## config.mk

```make
export PLATFORM = sky130hd
export DESIGN_NAME = inorder_issue_queue_flat
export DESIGN_NICKNAME = d
export VERILOG_FILES = /design/src/rtl/inorder_issue_queue_if.sv /design/src/rtl/inorder_issue_queue.sv /design/src/flat_wrapper.sv
export SDC_FILE = /design/constraint.sdc
export NUM_CORES = 2
export LEC_CHECK = 0
export BUFFER_PORTS_ARGS = -buffer_cell sky130_fd_sc_hd__buf_2
export CAP_MARGIN = 20
export CORE_ASPECT_RATIO = 0.9
export CORE_MARGIN = 3
export CORE_UTILIZATION = 60
export DETAILED_ROUTE_END_ITERATION = 12
export HOLD_SLACK_MARGIN = 0.15
export PLACE_DENSITY = 0.79
export SLEW_MARGIN = 20
export SYNTH_ARGS = -nofsm -noshare
export SYNTH_HDL_FRONTEND = slang
export SYNTH_SLANG_ARGS = --single-unit
```

## constraint.sdc

```tcl
create_clock -name clock -period 5.8 [get_ports clock]
set_input_delay 1.16 -clock clock [delete_from_list [all_inputs] [get_ports clock]]
set_output_delay 1.16 -clock clock [all_outputs]
set_load 0.05 [all_outputs]
```

## src/rtl/inorder_issue_queue_if.sv

```systemverilog
// Dispatch, issue, writeback-wakeup and redirect signals of the in-order issue queue.
// master = dispatch/execute/ROB side, slave = the queue itself.
interface inorder_issue_queue_if #(
  parameter int DEPTH     = 8,
  parameter int WB_PORTS  = 2,
  parameter int PREG_W    = 7,
  parameter int ROB_W     = 6,
  parameter int PAYLOAD_W = 160
);
  localparam int CNT_W = $clog2(DEPTH) + 1;

  logic                       enq_valid;
  logic                       enq_ready;
  logic [PREG_W-1:0]          enq_prs1;
  logic [PREG_W-1:0]          enq_prs2;
  logic                       enq_src1_is_reg;
  logic                       enq_src2_is_reg;
  logic                       enq_src1_busy;
  logic                       enq_src2_busy;
  logic                       enq_robidx_flag;
  logic [ROB_W-1:0]           enq_robidx;
  logic [PAYLOAD_W-1:0]       enq_payload;

  logic                       deq_valid;
  logic                       deq_ready;
  logic [PREG_W-1:0]          deq_prs1;
  logic [PREG_W-1:0]          deq_prs2;
  logic                       deq_src1_is_reg;
  logic                       deq_src2_is_reg;
  logic                       deq_robidx_flag;
  logic [ROB_W-1:0]           deq_robidx;
  logic [PAYLOAD_W-1:0]       deq_payload;

  logic [WB_PORTS-1:0]        wb_valid;
  logic [WB_PORTS*PREG_W-1:0] wb_prd;

  logic                       flush_valid;
  logic                       flush_robidx_flag;
  logic [ROB_W-1:0]           flush_robidx;

  logic [CNT_W-1:0]           count;

  modport master (
    output enq_valid, enq_prs1, enq_prs2, enq_src1_is_reg, enq_src2_is_reg,
           enq_src1_busy, enq_src2_busy, enq_robidx_flag, enq_robidx, enq_payload,
           deq_ready, wb_valid, wb_prd, flush_valid, flush_robidx_flag, flush_robidx,
    input  enq_ready, deq_valid, deq_prs1, deq_prs2, deq_src1_is_reg, deq_src2_is_reg,
           deq_robidx_flag, deq_robidx, deq_payload, count
  );

  modport slave (
    input  enq_valid, enq_prs1, enq_prs2, enq_src1_is_reg, enq_src2_is_reg,
           enq_src1_busy, enq_src2_busy, enq_robidx_flag, enq_robidx, enq_payload,
           deq_ready, wb_valid, wb_prd, flush_valid, flush_robidx_flag, flush_robidx,
    output enq_ready, deq_valid, deq_prs1, deq_prs2, deq_src1_is_reg, deq_src2_is_reg,
           deq_robidx_flag, deq_robidx, deq_payload, count
  );
endinterface

```

## src/rtl/inorder_issue_queue.sv

```systemverilog
// In-order issue queue: circular FIFO with writeback wakeup, selective redirect flush and a
// registered issue stage. Optional macro ISSUE_QUEUE_ENQ_BYPASS_EN folds same-cycle wakeups into enqueue.
module inorder_issue_queue #(
  parameter int DEPTH     = 8,
  parameter int WB_PORTS  = 2,
  parameter int PREG_W    = 7,
  parameter int ROB_W     = 6,
  parameter int PAYLOAD_W = 160
) (
  input  logic                  clock,
  input  logic                  reset_n,
  inorder_issue_queue_if.slave  io
);
  localparam int PTR_W = $clog2(DEPTH);
  localparam int CNT_W = PTR_W + 1;

  function automatic logic is_younger(input logic f_flag, input logic [ROB_W-1:0] f_idx,
                                      input logic x_flag, input logic [ROB_W-1:0] x_idx);
    return (f_flag ^ x_flag) ^ (f_idx < x_idx);
  endfunction

  function automatic logic wb_match(input logic [WB_PORTS-1:0] v,
                                    input logic [WB_PORTS*PREG_W-1:0] prd,
                                    input logic [PREG_W-1:0] prs);
    logic hit;
    hit = 1'b0;
    for (int k = 0; k < WB_PORTS; k++) hit |= v[k] & (prd[k*PREG_W +: PREG_W] == prs);
    return hit;
  endfunction

  logic [PREG_W-1:0]    prs1_mem    [DEPTH];
  logic [PREG_W-1:0]    prs2_mem    [DEPTH];
  logic                 src1_is_reg_mem [DEPTH];
  logic                 src2_is_reg_mem [DEPTH];
  logic                 rob_flag_mem [DEPTH];
  logic [ROB_W-1:0]     rob_idx_mem [DEPTH];
  logic [PAYLOAD_W-1:0] payload_mem [DEPTH];

  logic [PTR_W:0]   enq_ptr_reg, enq_ptr_next;
  logic [PTR_W:0]   deq_ptr_reg, deq_ptr_next;
  logic [CNT_W-1:0] count_reg, count_next;
  logic [CNT_W-1:0] survivors;

  logic [DEPTH-1:0] entry_valid, entry_busy1, entry_busy2, killed, issued;
  logic [PTR_W-1:0] head_idx, enq_idx;
  logic             enq_ready, enq_fire, head_ready, issue;
  logic             enq_busy1, enq_busy2;

  logic                 deq_valid_reg;
  logic [PREG_W-1:0]    deq_prs1_reg, deq_prs2_reg;
  logic                 deq_src1_is_reg_reg, deq_src2_is_reg_reg;
  logic                 deq_robidx_flag_reg;
  logic [ROB_W-1:0]     deq_robidx_reg;
  logic [PAYLOAD_W-1:0] deq_payload_reg;

  assign head_idx  = deq_ptr_reg[PTR_W-1:0];
  assign enq_idx   = enq_ptr_reg[PTR_W-1:0];
  assign enq_ready = (count_reg != CNT_W'(DEPTH)) & ~io.flush_valid;
  assign enq_fire  = io.enq_valid & enq_ready;

  // Busy bits only gate readiness from the registered copy, so a wakeup this cycle helps next cycle.
  assign head_ready = entry_valid[head_idx] & ~killed[head_idx]
                    & ~entry_busy1[head_idx] & ~entry_busy2[head_idx];
  assign issue      = head_ready & (~deq_valid_reg | io.deq_ready);

`ifdef ISSUE_QUEUE_ENQ_BYPASS_EN
  assign enq_busy1 = io.enq_src1_busy & io.enq_src1_is_reg
                   & ~wb_match(io.wb_valid, io.wb_prd, io.enq_prs1);
  assign enq_busy2 = io.enq_src2_busy & io.enq_src2_is_reg
                   & ~wb_match(io.wb_valid, io.wb_prd, io.enq_prs2);
`else
  assign enq_busy1 = io.enq_src1_busy & io.enq_src1_is_reg;
  assign enq_busy2 = io.enq_src2_busy & io.enq_src2_is_reg;
`endif

  for (genvar gi = 0; gi < DEPTH; gi++) begin : g_entry
    logic valid_reg, busy1_reg, busy2_reg;
    logic wake1, wake2, enq_here, issue_here;

    assign wake1      = src1_is_reg_mem[gi] & wb_match(io.wb_valid, io.wb_prd, prs1_mem[gi]);
    assign wake2      = src2_is_reg_mem[gi] & wb_match(io.wb_valid, io.wb_prd, prs2_mem[gi]);
    assign enq_here   = enq_fire & (enq_idx == PTR_W'(gi));
    assign issue_here = issue & (head_idx == PTR_W'(gi));
    assign killed[gi] = io.flush_valid & valid_reg
                      & is_younger(io.flush_robidx_flag, io.flush_robidx,
                                   rob_flag_mem[gi], rob_idx_mem[gi]);

    always_ff @(posedge clock or negedge reset_n) begin
      if (!reset_n) begin
        valid_reg <= 1'b0;
        busy1_reg <= 1'b0;
        busy2_reg <= 1'b0;
      end else begin
        valid_reg <= (valid_reg & ~killed[gi] & ~issue_here) | enq_here;
        busy1_reg <= enq_here ? enq_busy1 : (busy1_reg & ~wake1);
        busy2_reg <= enq_here ? enq_busy2 : (busy2_reg & ~wake2);
      end
    end

    assign entry_valid[gi] = valid_reg;
    assign entry_busy1[gi] = busy1_reg;
    assign entry_busy2[gi] = busy2_reg;
    assign issued[gi]      = issue_here;
  end

  always_comb begin
    survivors = '0;
    for (int i = 0; i < DEPTH; i++)
      survivors += CNT_W'(entry_valid[i] & ~killed[i] & ~issued[i]);
  end

  // Killed entries always form the youngest tail, so survivors are contiguous from the new head.
  always_comb begin
    deq_ptr_next = deq_ptr_reg + (PTR_W+1)'(issue);
    enq_ptr_next = enq_ptr_reg + (PTR_W+1)'(enq_fire);
    count_next   = count_reg + CNT_W'(enq_fire) - CNT_W'(issue);
    if (io.flush_valid) begin
      enq_ptr_next = deq_ptr_next + survivors;
      count_next   = survivors;
    end
  end

  always_ff @(posedge clock or negedge reset_n) begin
    if (!reset_n) begin
      enq_ptr_reg <= '0;
      deq_ptr_reg <= '0;
      count_reg   <= '0;
    end else begin
      enq_ptr_reg <= enq_ptr_next;
      deq_ptr_reg <= deq_ptr_next;
      count_reg   <= count_next;
    end
  end

  always_ff @(posedge clock) begin
    if (enq_fire) begin
      prs1_mem[enq_idx]        <= io.enq_prs1;
      prs2_mem[enq_idx]        <= io.enq_prs2;
      src1_is_reg_mem[enq_idx] <= io.enq_src1_is_reg;
      src2_is_reg_mem[enq_idx] <= io.enq_src2_is_reg;
      rob_flag_mem[enq_idx]    <= io.enq_robidx_flag;
      rob_idx_mem[enq_idx]     <= io.enq_robidx;
      payload_mem[enq_idx]     <= io.enq_payload;
    end
  end

  always_ff @(posedge clock or negedge reset_n) begin
    if (!reset_n) begin
      deq_valid_reg       <= 1'b0;
      deq_prs1_reg        <= '0;
      deq_prs2_reg        <= '0;
      deq_src1_is_reg_reg <= 1'b0;
      deq_src2_is_reg_reg <= 1'b0;
      deq_robidx_flag_reg <= 1'b0;
      deq_robidx_reg      <= '0;
      deq_payload_reg     <= '0;
    end else if (issue) begin
      deq_valid_reg       <= 1'b1;
      deq_prs1_reg        <= prs1_mem[head_idx];
      deq_prs2_reg        <= prs2_mem[head_idx];
      deq_src1_is_reg_reg <= src1_is_reg_mem[head_idx];
      deq_src2_is_reg_reg <= src2_is_reg_mem[head_idx];
      deq_robidx_flag_reg <= rob_flag_mem[head_idx];
      deq_robidx_reg      <= rob_idx_mem[head_idx];
      deq_payload_reg     <= payload_mem[head_idx];
    end else if (deq_valid_reg & io.deq_ready) begin
      deq_valid_reg <= 1'b0;
    end else if (deq_valid_reg & io.flush_valid
                 & is_younger(io.flush_robidx_flag, io.flush_robidx,
                              deq_robidx_flag_reg, deq_robidx_reg)) begin
      deq_valid_reg <= 1'b0;
    end
  end

  assign io.enq_ready       = enq_ready;
  assign io.count           = count_reg;
  assign io.deq_valid       = deq_valid_reg;
  assign io.deq_prs1        = deq_prs1_reg;
  assign io.deq_prs2        = deq_prs2_reg;
  assign io.deq_src1_is_reg = deq_src1_is_reg_reg;
  assign io.deq_src2_is_reg = deq_src2_is_reg_reg;
  assign io.deq_robidx_flag = deq_robidx_flag_reg;
  assign io.deq_robidx      = deq_robidx_reg;
  assign io.deq_payload     = deq_payload_reg;
endmodule

```

## src/flat_wrapper.sv

```systemverilog
// flat-port wrapper written by rule: the top's interface ports become plain ports
module inorder_issue_queue_flat 
#(
  parameter int DEPTH     = 8,
  parameter int WB_PORTS  = 2,
  parameter int PREG_W    = 7,
  parameter int ROB_W     = 6,
  parameter int PAYLOAD_W = 160
)
  (clock, reset_n, io_enq_valid, io_enq_prs1, io_enq_prs2, io_enq_src1_is_reg, io_enq_src2_is_reg, io_enq_src1_busy, io_enq_src2_busy, io_enq_robidx_flag, io_enq_robidx, io_enq_payload, io_deq_ready, io_wb_valid, io_wb_prd, io_flush_valid, io_flush_robidx_flag, io_flush_robidx, io_enq_ready, io_deq_valid, io_deq_prs1, io_deq_prs2, io_deq_src1_is_reg, io_deq_src2_is_reg, io_deq_robidx_flag, io_deq_robidx, io_deq_payload, io_count);
  inorder_issue_queue_if #(.DEPTH(DEPTH), .WB_PORTS(WB_PORTS), .PREG_W(PREG_W), .ROB_W(ROB_W), .PAYLOAD_W(PAYLOAD_W)) io_i ();
  input  logic clock;
  input  logic reset_n;
  input wire logic [$bits(io_i.enq_valid)-1:0] io_enq_valid;
  input wire logic [$bits(io_i.enq_prs1)-1:0] io_enq_prs1;
  input wire logic [$bits(io_i.enq_prs2)-1:0] io_enq_prs2;
  input wire logic [$bits(io_i.enq_src1_is_reg)-1:0] io_enq_src1_is_reg;
  input wire logic [$bits(io_i.enq_src2_is_reg)-1:0] io_enq_src2_is_reg;
  input wire logic [$bits(io_i.enq_src1_busy)-1:0] io_enq_src1_busy;
  input wire logic [$bits(io_i.enq_src2_busy)-1:0] io_enq_src2_busy;
  input wire logic [$bits(io_i.enq_robidx_flag)-1:0] io_enq_robidx_flag;
  input wire logic [$bits(io_i.enq_robidx)-1:0] io_enq_robidx;
  input wire logic [$bits(io_i.enq_payload)-1:0] io_enq_payload;
  input wire logic [$bits(io_i.deq_ready)-1:0] io_deq_ready;
  input wire logic [$bits(io_i.wb_valid)-1:0] io_wb_valid;
  input wire logic [$bits(io_i.wb_prd)-1:0] io_wb_prd;
  input wire logic [$bits(io_i.flush_valid)-1:0] io_flush_valid;
  input wire logic [$bits(io_i.flush_robidx_flag)-1:0] io_flush_robidx_flag;
  input wire logic [$bits(io_i.flush_robidx)-1:0] io_flush_robidx;
  output wire logic [$bits(io_i.enq_ready)-1:0] io_enq_ready;
  output wire logic [$bits(io_i.deq_valid)-1:0] io_deq_valid;
  output wire logic [$bits(io_i.deq_prs1)-1:0] io_deq_prs1;
  output wire logic [$bits(io_i.deq_prs2)-1:0] io_deq_prs2;
  output wire logic [$bits(io_i.deq_src1_is_reg)-1:0] io_deq_src1_is_reg;
  output wire logic [$bits(io_i.deq_src2_is_reg)-1:0] io_deq_src2_is_reg;
  output wire logic [$bits(io_i.deq_robidx_flag)-1:0] io_deq_robidx_flag;
  output wire logic [$bits(io_i.deq_robidx)-1:0] io_deq_robidx;
  output wire logic [$bits(io_i.deq_payload)-1:0] io_deq_payload;
  output wire logic [$bits(io_i.count)-1:0] io_count;
  assign io_i.enq_valid = io_enq_valid;
  assign io_i.enq_prs1 = io_enq_prs1;
  assign io_i.enq_prs2 = io_enq_prs2;
  assign io_i.enq_src1_is_reg = io_enq_src1_is_reg;
  assign io_i.enq_src2_is_reg = io_enq_src2_is_reg;
  assign io_i.enq_src1_busy = io_enq_src1_busy;
  assign io_i.enq_src2_busy = io_enq_src2_busy;
  assign io_i.enq_robidx_flag = io_enq_robidx_flag;
  assign io_i.enq_robidx = io_enq_robidx;
  assign io_i.enq_payload = io_enq_payload;
  assign io_i.deq_ready = io_deq_ready;
  assign io_i.wb_valid = io_wb_valid;
  assign io_i.wb_prd = io_wb_prd;
  assign io_i.flush_valid = io_flush_valid;
  assign io_i.flush_robidx_flag = io_flush_robidx_flag;
  assign io_i.flush_robidx = io_flush_robidx;
  assign io_enq_ready = io_i.enq_ready;
  assign io_deq_valid = io_i.deq_valid;
  assign io_deq_prs1 = io_i.deq_prs1;
  assign io_deq_prs2 = io_i.deq_prs2;
  assign io_deq_src1_is_reg = io_i.deq_src1_is_reg;
  assign io_deq_src2_is_reg = io_i.deq_src2_is_reg;
  assign io_deq_robidx_flag = io_i.deq_robidx_flag;
  assign io_deq_robidx = io_i.deq_robidx;
  assign io_deq_payload = io_i.deq_payload;
  assign io_count = io_i.count;
  inorder_issue_queue #(.DEPTH(DEPTH), .WB_PORTS(WB_PORTS), .PREG_W(PREG_W), .ROB_W(ROB_W), .PAYLOAD_W(PAYLOAD_W)) u_core (.clock(clock), .reset_n(reset_n), .io(io_i));
endmodule
```

---- Word level (Yosys, flattened, before mapping) ----
Memories as Yosys holds them, arrays and structs flattened. A register that Yosys moved wholly into a read port is not among the register bits.
Index checks and enable logic that the tools add are counted.
storage, ports and cells
  bits in read-only memories .............. 0
  bits in registers ....................... 37
  memories ................................ 7
  bits in writable memories ............... 1464
  bits in latches ......................... 0
  logic and storage cells ................. 380
  output and inout bits ................... 189
operators by class
  equal/unequal tests ..................... 47
  $lt $le $gt $ge ......................... 10
  add/subtract/negate cells ............... 12
  bitwise operators ....................... 235
  reductions and logical operators ........ 10
  multiplexer cells ....................... 31
  divide/modulo/power cells ............... 0
  shift operators ......................... 0
  multipliers ............................. 0
memory list
  name                    words  bits a word  rd ports  clocked after memory_dff  wr ports  RTL line                   text
  u_core.payload_mem      8      160          1         1                         1         inorder_issue_queue.sv:37  logic [PAYLOAD_W-1:0] payload_mem [DEPTH];
  u_core.prs1_mem         8      7            9         1                         1         inorder_issue_queue.sv:31  logic [PREG_W-1:0] prs1_mem [DEPTH];
  u_core.prs2_mem         8      7            9         1                         1         inorder_issue_queue.sv:32  logic [PREG_W-1:0] prs2_mem [DEPTH];
  u_core.rob_idx_mem      8      6            9         1                         1         inorder_issue_queue.sv:36  logic [ROB_W-1:0] rob_idx_mem [DEPTH];
  u_core.rob_flag_mem     8      1            9         1                         1         inorder_issue_queue.sv:35  logic rob_flag_mem [DEPTH];
  u_core.src1_is_reg_mem  8      1            9         1                         1         inorder_issue_queue.sv:33  logic src1_is_reg_mem [DEPTH];
  1 more memories         -      -            -         -                         -         -
operator list
  kind                                                                          count
  7-bit equality test                                                           32
  1-bit AND                                                                     123
  1-bit inverter with 4-bit output                                              16
  6-bit less-than comparator                                                    9
  1-bit inverter                                                                37
  4-bit adder                                                                   8
  1-bit by 4-bit AND with 4-bit output                                          8
  4-bit AND                                                                     8
  1-bit 2-to-1 mux                                                              25
  1-bit OR                                                                      25
  3-bit equality test, second input constant                                    8
  1-bit bitwise XOR                                                             18
  4-bit by 1-bit adder with 4-bit output                                        3
  1-bit binary-select mux with 3-bit select                                     4
  3-bit by 2-bit equality test with 1-bit output, second input constant         4
  4-bit 2-to-1 mux                                                              2
  1-bit zero test                                                               7
  3-bit by 1-bit equality test with 1-bit output, second input constant         2
  3-bit zero test                                                               2
  3-bit by 4-bit less-than comparator with 1-bit output, second input constant  1
  4-bit != test, second input constant                                          1
  4-bit by 1-bit subtractor with 4-bit output                                   1
  3-bit nonzero test                                                            1

---- Longest topological paths before layout ----
  depth in word-level cells ............... 22
  gate-level depth with buffers ........... 21

---- Worst setup path before layout ----
OpenSTA, ideal clock, no wires.
  kind .................................... input to register
  start ................................... input port io_flush_valid
  end ..................................... memory u_core.payload_mem[3][0] (enable)
  path slack .............................. -1.004 ns
  required time ........................... 5.266 ns
  cell stages on the path ................. 5
  buffers on the path ..................... 0
  data arrival time ....................... 6.270 ns
  cell sequence ........................... a31oi_1 > and2_1 > nor2b_1 > nand3_1 > inv_1
on the way
  word-level cells in the longest chain between the ends .. 5
RTL lines
  element                                 RTL line                    text
  from (decl)                             flat_wrapper.sv:27          input wire logic [$bits(io_i.flush_valid)-1:0] io_flush_valid;
  1-bit inverter                          inorder_issue_queue.sv:58   assign enq_ready = (count_reg != CNT_W'(DEPTH)) & ~io.flush_valid;
  1-bit AND                               inorder_issue_queue.sv:58
  1-bit AND                               inorder_issue_queue.sv:59   assign enq_fire = io.enq_valid & enq_ready;
  1-bit 2-to-1 mux                        inorder_issue_queue.sv:136  if (enq_fire) begin
  1-bit 2-to-1 mux (not written as such)  inorder_issue_queue.sv:143  payload_mem[enq_idx] <= io.enq_payload;
  to (decl)                               inorder_issue_queue.sv:37
Every way passes these cells.

---- Worst setup path after layout ----
  start ................................... input port io_flush_robidx[3]
  end ..................................... register u_core.enq_ptr_reg[2]
on the way
  word-level cells in the longest chain between the ends .. 22
  elaborated cells on any way between the ends .. 81
RTL lines
  element                                    RTL line                    text
  from (decl)                                flat_wrapper.sv:29          input wire logic [$bits(io_i.flush_robidx)-1:0] io_flush_robidx;
  6-bit less-than comparator                 inorder_issue_queue.sv:19   return (f_flag ^ x_flag) ^ (f_idx < x_idx);
  1-bit bitwise XOR                          inorder_issue_queue.sv:19
  1-bit AND                                  inorder_issue_queue.sv:85   & is_younger(io.flush_robidx_flag, io.flush_robidx,
  1-bit binary-select mux with 3-bit select  inorder_issue_queue.sv:62   assign head_ready = entry_valid[head_idx] & ~killed[head_idx]
  1-bit 2-to-1 mux (not written as such)     inorder_issue_queue.sv:62
  1-bit inverter                             inorder_issue_queue.sv:62
  1-bit AND                                  inorder_issue_queue.sv:62
  1-bit AND (2 in series)                    inorder_issue_queue.sv:63   & ~entry_busy1[head_idx] & ~entry_busy2[head_idx];
  1-bit AND                                  inorder_issue_queue.sv:64   assign issue = head_ready & (~deq_valid_reg | io.deq_ready);
  1-bit AND                                  inorder_issue_queue.sv:83   assign issue_here = issue & (head_idx == PTR_W'(gi));
  1-bit inverter with 4-bit output           inorder_issue_queue.sv:109  survivors += CNT_W'(entry_valid[i] & ~killed[i] & ~issued[i]);
  4-bit AND                                  inorder_issue_queue.sv:109
  4-bit adder (7 in series)                  inorder_issue_queue.sv:109
  4-bit adder *                              inorder_issue_queue.sv:118  enq_ptr_next = deq_ptr_next + survivors;
  4-bit 2-to-1 mux *                         inorder_issue_queue.sv:117  if (io.flush_valid) begin
  net u_core.enq_ptr_next[2]                 inorder_issue_queue.sv:39   logic [PTR_W:0] enq_ptr_reg, enq_ptr_next;
  to (signal assigned)                       inorder_issue_queue.sv:129  enq_ptr_reg <= enq_ptr_next;
  to (decl)                                  inorder_issue_queue.sv:39
Mark *: on every way through the listed nets, which the timed path passes. The rest lies on a longest branch. The select of a mux whose other input is x is not followed.
A chain may end at the register's enable or synchronous reset.

==> summary.txt <==
Status
  – Status: complete, no violations

Layout
  – Most frequent cells in the layout: edfxtp_1 (1464), nand2_1 (559), buf_2 (400)
  – Most common cell after layout, fill and taps aside: edfxtp_1
  – Finished Layout Cells: 5774
  – Share of cells above drive strength 1: 30.6%
  – Largest register FFs: 1280
  – Register area: 49400 um^2
  – Fillers: 6773
  – Multi-input logic area: 17600 um^2
  – Syn-to-layout area delta: 14.0%
  – Nets@finish: 4403

Setup path
  – Critical Path, Cell by Cell: buf_2, ha_1, a211o_1, a21oi_1, o21ai_0, xnor2_1, o32a_1, o211a_1, a31oi_1, fa_1, inv_1, fa_1, fa_1, inv_1, ha_1, fa_1, inv_1, fa_1, xnor2_1, a21oi_1
  – R2r endpoint: u_core.enq_ptr_reg[2]
  – Worst Reg-to-Reg Cells: 20
  – RR Startpoint: u_core.rob_idx_mem[0][3]
  – Crit Path Max Fanout: 5
  – Arr. time, crit path: 6250 ps
  – Critical Path RT: 6460 ps
  – Worst Setup Path Type: input port to flip-flop
  – Setup crit end kind: flip-flop
  – Element type at the critical path start: input port
  – Worst reg-to-reg setup slack: 300 ps
  – Critical path's most frequent cell: fa_1
  – Crit path largest cell delay: 560 ps
  – Critical-path top delay cell: fa_1

Place
  – Routability Congestion: 0.877
  – Post-Place Cells: 5438
  – Input/output buffers: 401
  – Hpwl dp: 89400 um

Detailed routing
  – 1st-iter DRT viols: 3431
  – WL per Instance: 27.3 um
  – Detailed Routing Iterations Pass 1: 5
  – Post-route ant nets: 0
  – Drt total wl: 158000 um
  – DR vias/cell: 6.15
  – DRC: 0
  – Via count: 35500

Synthesis
  – Mapped Nets: 3916
  – Async S/R FF share, synth: 13.0%
  – YS warnings: 0
  – Mapped Cells: 3639
  – Yosys reg bits: 1682
  – Synth Cell Area: 68200 um^2
  – Share of the yosys chip area belonging to registers: 72.5%
  – Post-Syn Area per Cell: 18.7 um^2
  – Yosys cell types: 49
  – Post-synth EDFFs: 1464
  – Post-synth top flop: edfxtp_1

STA
  – Final worst-path cycle share: 96.3%
  – Clk_skew: 31.3 ps
  – Fin. max-slew vios: 0
  – Fmax: 0.179 GHz
  – Setup TNS: 0 ps
  – Fin crit period: 5590 ps
  – Worst slew pin tran: 1210 ps
  – RSZ-0062 raised after global routing: false
  – # setup viols final: 0
  – Max transition margin: 19.1%
  – Hold Vio Cnt, Final: 0

CTS
  – # hold bufs at CTS: 0
  – Sinks on Clock Net: 1682
  – Clk root buf: clkbuf_16
  – Htree depth: 4
  – Clock input transition at the sequential cells of the worst setup and hold paths: 60 ps
  – Setup Buffers After CTS: 0
  – Num CTS Buffers: 161
  – CTS tree: done
  – Clock Latency Late Sink: 800 ps
  – Post-CTS Resized: 0
  – CTS Buffer Depth: 3

Floorplanning
  – FP Rows: 116
  – I/O pin total: 402
  – Die area: 118000 um^2
  – Core area: 112000 um^2
  – Die W: 361 um
  – Initial Util: 60.9%
  – Die H: 326 um

Power and ir drop
  – Max VDD drop: 0.514 mV
  – Tot Pwr: 40.3 mW
  – Static leakage: 27.9 nW
  – Pwr Density: 518 nW/um^2

GRT
  – GRT Overall Usage: 27.3%
  – Global route total overflow: 0
  – Pin count of the biggest net entering global routing: 147
  – Initial antenna violation count: 45
  – Vias in the first global route: 37000
  – First-pass GRT wire length: 237000 um

Job
  – Max-Cap Viols: 0

Hold path
  – Worst hold path class: input port to async pin
## per-layer routing
metal	vias to the layer above	wire, um	global-route usage [%]	share of wire (%)
met2	1602	77300	43.5	49
met5	-	155	0	0.098
met4	24	5090	10.2	3.2
met3	326	12700	5.96	8.0
met1	18500	62700	37.7	40
li1	15100	-	-	-
## power breakdown
part | switching, mW | total (mW) | internal (mW)
Sequential | 0.791 | 15.6 | 14.8
Combinational | 8.43 | 14.4 | 5.93
Clock | 4.44 | 10.3 | 5.87
## logic make-up (layout without fill, tap and decap cells)
logic type	count (synthesis)	after routing	share of synthesized area, %
AO/OA/AOI/OAI	114	114	1.06
XOR/XNOR	248	248	3.19
adder cells (fa/ha/maj)	64	64	1.24
buffers and inverters	254	880	1.62
flip-flops	1682	1682	72.5
multiplexers	556	556	16.0
other	0	34	0
AND/OR/NAND/NOR	721	721	4.39
## metrics by stage
stage / area, um^2 / utilization [%] / setup slack, ps / hold slack [ps]
3_3_place_gp: 72400 / 64.7 / -490 / 483
2_1_floorplan: 68200 / - / 11.7 / 461
5_1_grt: 77700 / 69.4 / 56.4 / 374
6_report: 77700 / 69.4 / 213 / 368
3_5_place_dp: 72400 / 64.7 / -551 / 488
4_1_cts: 77600 / 69.4 / 325 / 323
## cell type report
| type | count | area share [%] |
|---|---|---|
| Clock inverter | 70 | 0.837 |
| Clock buffer | 232 | 5.88 |
| Tap cell | 1475 | 2.38 |
| Timing Repair Buffer | 504 | 4.06 |
| Multi-Input combinational cell | 1703 | 22.7 |
| Inverter | 74 | 0.406 |
| Sequential cell | 1682 | 63.6 |
| Antenna cell | 34 | 0.110 |
## cell usage after synthesis (3+ instances only)
| master | count | share of area, % |
|---|---|---|
| buf_2 | 5 | 0.037 |
| a21o_1 | 4 | 0.044 |
| xor2_1 | 6 | 0.077 |
| mux2_2 | 37 | 0.61 |
| a21oi_1 | 21 | 0.15 |
| a211o_1 | 6 | 0.077 |
| nand4_1 | 71 | 0.65 |
| fa_1 | 6 | 0.18 |
| o221ai_1 | 3 | 0.039 |
| o21a_1 | 6 | 0.066 |
| mux4_2 | 366 | 12 |
| xnor2_1 | 242 | 3.1 |
| nand3_1 | 22 | 0.16 |
| ha_1 | 58 | 1.1 |
| buf_1 | 59 | 0.32 |
| nor2b_1 | 4 | 0.037 |
| nand2b_1 | 12 | 0.11 |
| inv_1 | 73 | 0.40 |
| mux2i_1 | 10 | 0.15 |
| mux2_4 | 143 | 3.1 |
| dfrtp_1 | 218 | 8.0 |
| edfxtp_1 | 1464 | 64 |
| o211ai_1 | 3 | 0.033 |
| nor2_1 | 40 | 0.22 |
| clkbuf_1 | 98 | 0.54 |
| buf_6 | 17 | 0.28 |
| o21ai_0 | 49 | 0.36 |
| nand2_1 | 559 | 3.1 |
| a31oi_1 | 8 | 0.073 |
## worst max path at each step
stage	endpoint	cells past startpoint	start	slack, ps
floorplan	u_core.enq_ptr_reg[2]	19	io_flush_robidx[3]	10
global placement	u_core.enq_ptr_reg[2]	20	io_flush_robidx[3]	-490
detailed placement	u_core.enq_ptr_reg[2]	20	io_flush_robidx[3]	-550
CTS	u_core.enq_ptr_reg[2]	20	io_flush_robidx[3]	330
global route	u_core.enq_ptr_reg[2]	20	io_flush_robidx[3]	60
finish	u_core.enq_ptr_reg[2]	20	io_flush_robidx[3]	210
## critical path, delay by kind of cell
| family | cells | cell delay [ps] |
|---|---|---|
| AO/OA/AOI/OAI | 7 | 1500 |
| adder cells (fa/ha/maj) | 7 | 2850 |
| buffers and inverters | 4 | 320 |
| XOR/XNOR | 2 | 390 |
No activity file was read; power rests on OpenSTA's default activity.
